**src/rtl/dmem_responder.sv**
```systemverilog
// dmem_responder: multi-cycle data memory behind the MEM stage.
// A request seen in IDLE is latched and answered LATENCY cycles later.
// stall_o freezes the pipeline while the access is outstanding.
// In the ack cycle, ack_o pulses together with the load data and err_o.
module dmem_responder #(
    parameter int DEPTH   = 32,
    parameter int LATENCY = 4
) (
    input  logic        clk_i,
    input  logic        rst_i,
    input  logic        MemRead_i,
    input  logic        MemWrite_i,
    input  logic [31:0] addr_i,
    input  logic [31:0] data_i,
    output logic [31:0] data_o,
    output logic        stall_o,
    output logic        ack_o,
    output logic        err_o
);

    localparam int         AW       = $clog2(DEPTH);
    localparam logic [3:0] CNT_INIT = 4'(LATENCY - 1);

    typedef enum logic {
        IDLE = 1'b0,
        BUSY = 1'b1
    } state_t;

    state_t          state_r;
    state_t          state_nxt_s;
    logic [3:0]      cnt_r;
    logic [3:0]      cnt_nxt_s;
    logic            op_wr_r;
    logic            op_wr_nxt_s;
    logic [AW-1:0]   idx_r;
    logic [AW-1:0]   idx_nxt_s;
    logic [31:0]     wdata_r;
    logic [31:0]     wdata_nxt_s;
    logic            mis_r;
    logic            mis_nxt_s;

    logic            req_s;
    logic            stall_s;
    logic            ack_s;
    logic            err_s;
    logic            wr_en_s;
    logic [31:0]     rdata_s;

    // Word storage; deliberately not reset so contents survive rst_i.
    logic [31:0]     mem_r [DEPTH];

    // Address bits above the word index wrap and are not used.
    logic            unused_addr_s;
    assign unused_addr_s = ^addr_i[31:AW+2];

    assign req_s   = MemRead_i | MemWrite_i;
    assign data_o  = rdata_s;
    assign stall_o = stall_s;
    assign ack_o   = ack_s;
    assign err_o   = err_s;

    // Next-state, request capture and combinational outputs.
    always_comb begin
        state_nxt_s = state_r;
        cnt_nxt_s   = cnt_r;
        op_wr_nxt_s = op_wr_r;
        idx_nxt_s   = idx_r;
        wdata_nxt_s = wdata_r;
        mis_nxt_s   = mis_r;
        stall_s     = 1'b0;
        ack_s       = 1'b0;
        err_s       = 1'b0;
        wr_en_s     = 1'b0;
        rdata_s     = 32'h0000_0000;
        case (state_r)
            IDLE: begin
                // A request arriving while reset is held is never accepted.
                if (req_s && rst_i) begin
                    stall_s     = 1'b1;
                    state_nxt_s = BUSY;
                    cnt_nxt_s   = CNT_INIT;
                    op_wr_nxt_s = MemWrite_i;
                    idx_nxt_s   = addr_i[AW+1:2];
                    wdata_nxt_s = data_i;
                    mis_nxt_s   = (addr_i[1:0] != 2'b00);
                end else begin
                    state_nxt_s = IDLE;
                end
            end
            BUSY: begin
                if (cnt_r != 4'd0) begin
                    stall_s   = 1'b1;
                    cnt_nxt_s = cnt_r - 4'd1;
                end else begin
                    ack_s       = 1'b1;
                    err_s       = mis_r;
                    state_nxt_s = IDLE;
                    wr_en_s     = op_wr_r & ~mis_r;
                    if (!op_wr_r && !mis_r) begin
                        rdata_s = mem_r[idx_r];
                    end else begin
                        rdata_s = 32'h0000_0000;
                    end
                end
            end
            default: begin
                state_nxt_s = IDLE;
            end
        endcase
    end

    // State, countdown and latched request registers with synchronous reset.
    always_ff @(posedge clk_i) begin
        if (!rst_i) begin
            state_r <= IDLE;
            cnt_r   <= 4'd0;
            op_wr_r <= 1'b0;
            idx_r   <= '0;
            wdata_r <= 32'h0000_0000;
            mis_r   <= 1'b0;
        end else begin
            state_r <= state_nxt_s;
            cnt_r   <= cnt_nxt_s;
            op_wr_r <= op_wr_nxt_s;
            idx_r   <= idx_nxt_s;
            wdata_r <= wdata_nxt_s;
            mis_r   <= mis_nxt_s;
        end
    end

    // Store commit at the end of the ack cycle; reset discards it.
    always_ff @(posedge clk_i) begin
        if (rst_i && wr_en_s) begin
            mem_r[idx_r] <= wdata_r;
        end
    end

endmodule

```
**config.mk**
```make
export PLATFORM = sky130hd
export DESIGN_NAME = dmem_responder
export DESIGN_NICKNAME = d
export VERILOG_FILES = /design/src/rtl/dmem_responder.sv
export SDC_FILE = /design/constraint.sdc
export NUM_CORES = 1
export LEC_CHECK = 0
export CAP_MARGIN = 20
export CORE_AREA = 8 8 272 274
export CTS_CLUSTER_DIAMETER = 50
export CTS_CLUSTER_SIZE = 40
export DETAILED_ROUTE_END_ITERATION = 7
export DIE_AREA = 0 0 280 282
export GPL_ROUTABILITY_DRIVEN = 0
export GPL_TIMING_DRIVEN = 0
export MAX_ROUTING_LAYER = met4
export PLACE_DENSITY = 0.77
export SKIP_LAST_GASP = 1
export SLEW_MARGIN = 20
export SYNTH_ARGS = -nofsm -noshare
export SYNTH_HDL_FRONTEND = slang
export SYNTH_SLANG_ARGS = --single-unit
```
**constraint.sdc**
```tcl
create_clock -name clk_i -period 3.7 [get_ports clk_i]
set_clock_uncertainty 0.05 [all_clocks]
set_input_delay 0.37 -clock clk_i [delete_from_list [all_inputs] [get_ports clk_i]]
set_output_delay 0.37 -clock clk_i [all_outputs]
set_load 0.02 [all_outputs]
```
==> results.py <==
metrics = {
    "worst_hold_path": {
        "hold_path.class": "input pin to flip-flop",
        "hp-start": "data_i[28]",
        "hold_path_end": "wdata_r[28]",
        "worstHoldPathCells": 3,
    },
    "synth": {
        "synthFlopType": "edfxtp_1",
        "ys_types": 58,
        "syn_nets": 2446,
        "syn_area_sq_um": 41400,
        "yosysSeqAreaShare_pct": 76.7,
        "synth_edf_count": 1024,
        "synthArstFlopShare_pct": 0,
        "syn-instance-count": 2377,
        "ys_warn_count": 0,
        "ys_ff_latch": 1073,
        "syn_avg_cell_area_sq_um": 17.4,
    },
    "timing": {
        "grt_setup_unrepaired": "true",
        "final.period_utilization_pct": 103,
        "setup_viol": 3,
        "finalCriticalPeriod_ns": 3.80,
        "worst_pin_slew_ns": 1.23,
        "slew_headroom_pct": 17.8,
        "drv_slew": 0,
        "whs_ns": 0.167,
        "setup_slack_ns": -0.0964,
        "finalHoldViolCount": 0,
        "timing.fmax_mhz": 263,
    },
    "power": {
        "ir_worst_vdd_mv": 0.518,
        "powerDensity_nw_per_um2": 511,
        "p_leak_nw": 15.5,
    },
    "die": {
        "die_area_sq_um": 79000,
        "initial_utilization_pct": 59.5,
        "coreArea_sq_um": 69500,
        "die_h_um": 282,
        "num_rows": 97,
        "num_io_pins": 103,
        "die_w_um": 280,
    },
    "routing": {
        "drc": 0,
        "wl_per_cell_um": 36.3,
        "wl_mm": 130,
        "drtIter0Drc": 4884,
        "routed_via_density": 7.17,
        "dr.pass1.iters": 6,
        "antenna_left": 0,
        "num_vias": 25726,
    },
    "critical_path": {
        "cp_slowest_stage_delay_ns": 0.44,
        "cp-end-kind": "output port",
        "cp_max_fo": 10,
        "r2r-end": "mem_r[5][2]",
        "worst_ep_required_time_ns": 3.28,
        "arrival_ns": 3.38,
        "worstReg2RegStart": "cnt_r[1]",
        "critPathKind": "flip-flop to output port",
        "r2r.worst_path.cells": 8,
        "startpoint_type": "flip-flop",
        "crit_chain": "buf_4 > buf_6 > nand3b_1 > buf_4 > o22ai_1 > a21oi_1 > o311ai_0 > nand4b_1 > buf_6",
        "crit_slowest_cell": "dfxtp_2",
        "ff2ff_setup_slack_ns": 0.51,
    },
    "global_route": {
        "gr-total-overflow": 0,
        "grt_pass1_wl_mm": 181,
        "met3_usage_pct": 10.2,
        "grt_start_max_net_pins": 34,
        "antenna_found_initial": 2,
        "use_met2_pct": 49.8,
        "met1_usage_pct": 40.5,
        "grtUsageTotal_pct": 33.2,
        "grt_pass1_vias": 25352,
        "grt-busiest-layer": "met2",
    },
    "placement": {
        "port_buffers": 77,
        "pre_cts_slack_ns": -0.642,
        "dp.cells": 3452,
        "dp_hpwl_mm": 81.9,
    },
    "flow_run": {
        "max-cap-violations": 0,
    },
    "clock_network": {
        "cts_root_buf": "clkbuf_16",
        "cts_tree": "built",
        "path_clk_slew_ns": 0.09,
        "clk_latency_ns": 0.67,
        "clock_sinks": 1073,
        "clockBufferDepth": 3,
        "numCtsBuffers": 73,
        "cts-hold-fix-buffers": 0,
        "htree_num_levels": 3,
    },
    "finish": {
        "final_cells": 3587,
        "drive_gt1_share_pct": 24.4,
        "nets": 2654,
        "syn2layout_area_growth_pct": 17.4,
    },
    "outcome": {
        "violations": "setup timing",
        "status": "finished, violations left",
    },
}
-- synthesized netlist by cell type, types with 12 or more instances --
cell	instances	area share, %
a2111oi_0	37	0.78
a211oi_1	44	0.80
o2111ai_1	13	0.28
clkbuf_1	62	0.56
nand2_1	143	1.3
o22ai_1	108	1.6
a21oi_1	48	0.58
nor2b_1	34	0.51
dfxtp_1	49	2.4
o21ai_0	46	0.56
mux4_2	33	1.8
mux2i_1	193	4.7
buf_2	39	0.47
o221ai_1	19	0.40
nor3_1	12	0.15
nand4_1	12	0.18
edfxtp_1	1024	74
nor2_1	66	0.60
mux2_2	133	3.6
buf_1	13	0.12
a22oi_1	40	0.73
o211ai_1	19	0.34
nand3_1	58	0.70
buf_4	32	0.58
-- report_power, final --
group          switching [mW]  leakage, nW  internal (mW)
registers               0.396         9.61           13.5
logic                    1.29         4.58          0.703
clock network            4.64         1.28           4.31
total                    6.33         15.5           18.5
-- repair_timing --
item,CTS,global route
hold endpoints to repair,0,0
setup endpoints to repair,32,30
buffers inserted,1,2
gates resized for setup,339,56
pin swaps,10,12
-- sequential cells by signal, indices dropped and copies added (netlist names), named ones only --
| signal | count |
|---|---|
| mem_r | 1024 |
| wdata_r | 32 |
| idx_r | 5 |
| cnt_r | 4 |
| mis_r | 1 |
| op_wr_r | 1 |
| state_r | 1 |
-- metal layers --
layer / vias up / share of wire, %
li1: 9971 / -
met1: 12639 / 33
met2: 2528 / 45
met3: 588 / 16
met4: 0 / 6.9
met5: - / 0
-- layout by cell type (no fill, tap or decap), drive strengths merged, types with 33 or more instances in the layout --
cell type and count:
a2111oi 37, inv 38, nand3 58, edfxtp 1024, mux2i 193, mux2 133
dfxtp 49, nor2 66, buf 164, nand2 143, a21oi 51, a211oi 48
nor2b 34, clkdlybuf4s50 45, a22oi 40, o21ai 50, o22ai 108, mux4 33
clkbuf 137
-- stage by stage --
stage / setup TNS (ns) / power [mW] / utilization (%) / cell area (sq um)
finish: -0.141 / 24.8 / 69.9 / 48600
global route: -0.302 / 25.2 / 69.9 / 48600
detailed placement: -12.23 / 15.9 / 64.8 / 45000
global placement: -1693.05 / 15.8 / 62.3 / 43300
CTS: -0.232 / 24.6 / 69.6 / 48400
floorplan: 0 / 14.9 / - / 41400
-- layout make-up --
cell class,count,area [sq um]
Sequential cell,1073,31800
Fill cell,4082,21000
Multi-Input combinational cell,1149,9540
Timing Repair Buffer,139,2200
Clock buffer,76,1880
Buffer,144,1230
Tap cell,940,1180
Clock inverter,58,744
Inverter,5,18.8
Antenna cell,3,7.51
-- worst max path at each step --
stage,from,to,slack [ns]
floorplan,cnt_r[0],mem_r[28][0],0.44
global placement,rst_i,mem_r[21][14],-2.19
detailed placement,flip-flop,data_o[31],-0.64
CTS,flip-flop,data_o[31],-0.08
global route,cnt_r[1],data_o[21],-0.06
finish,flip-flop,data_o[16],-0.1
-- cell families after synthesis --
| kind of cell | share of synthesized area [%] |
|---|---|
| muxes | 10.1 |
| and+or+nand+nor | 4.24 |
| AOI/OAI and AO/OA | 7.07 |
| DFF | 76.7 |
| buffers and inverters | 1.90 |
| adders and majority gates | 0.0302 |
-- worst max-delay path: cells and delay by family, from the launching register on --
family	cells	cell delay (ns)
AO/OA/AOI/OAI	3	0.41
AND/OR/NAND/NOR	2	0.69
buffers and inverters	4	1.14
flip-flops	1	0.44
(Power assumes the default switching activity.)
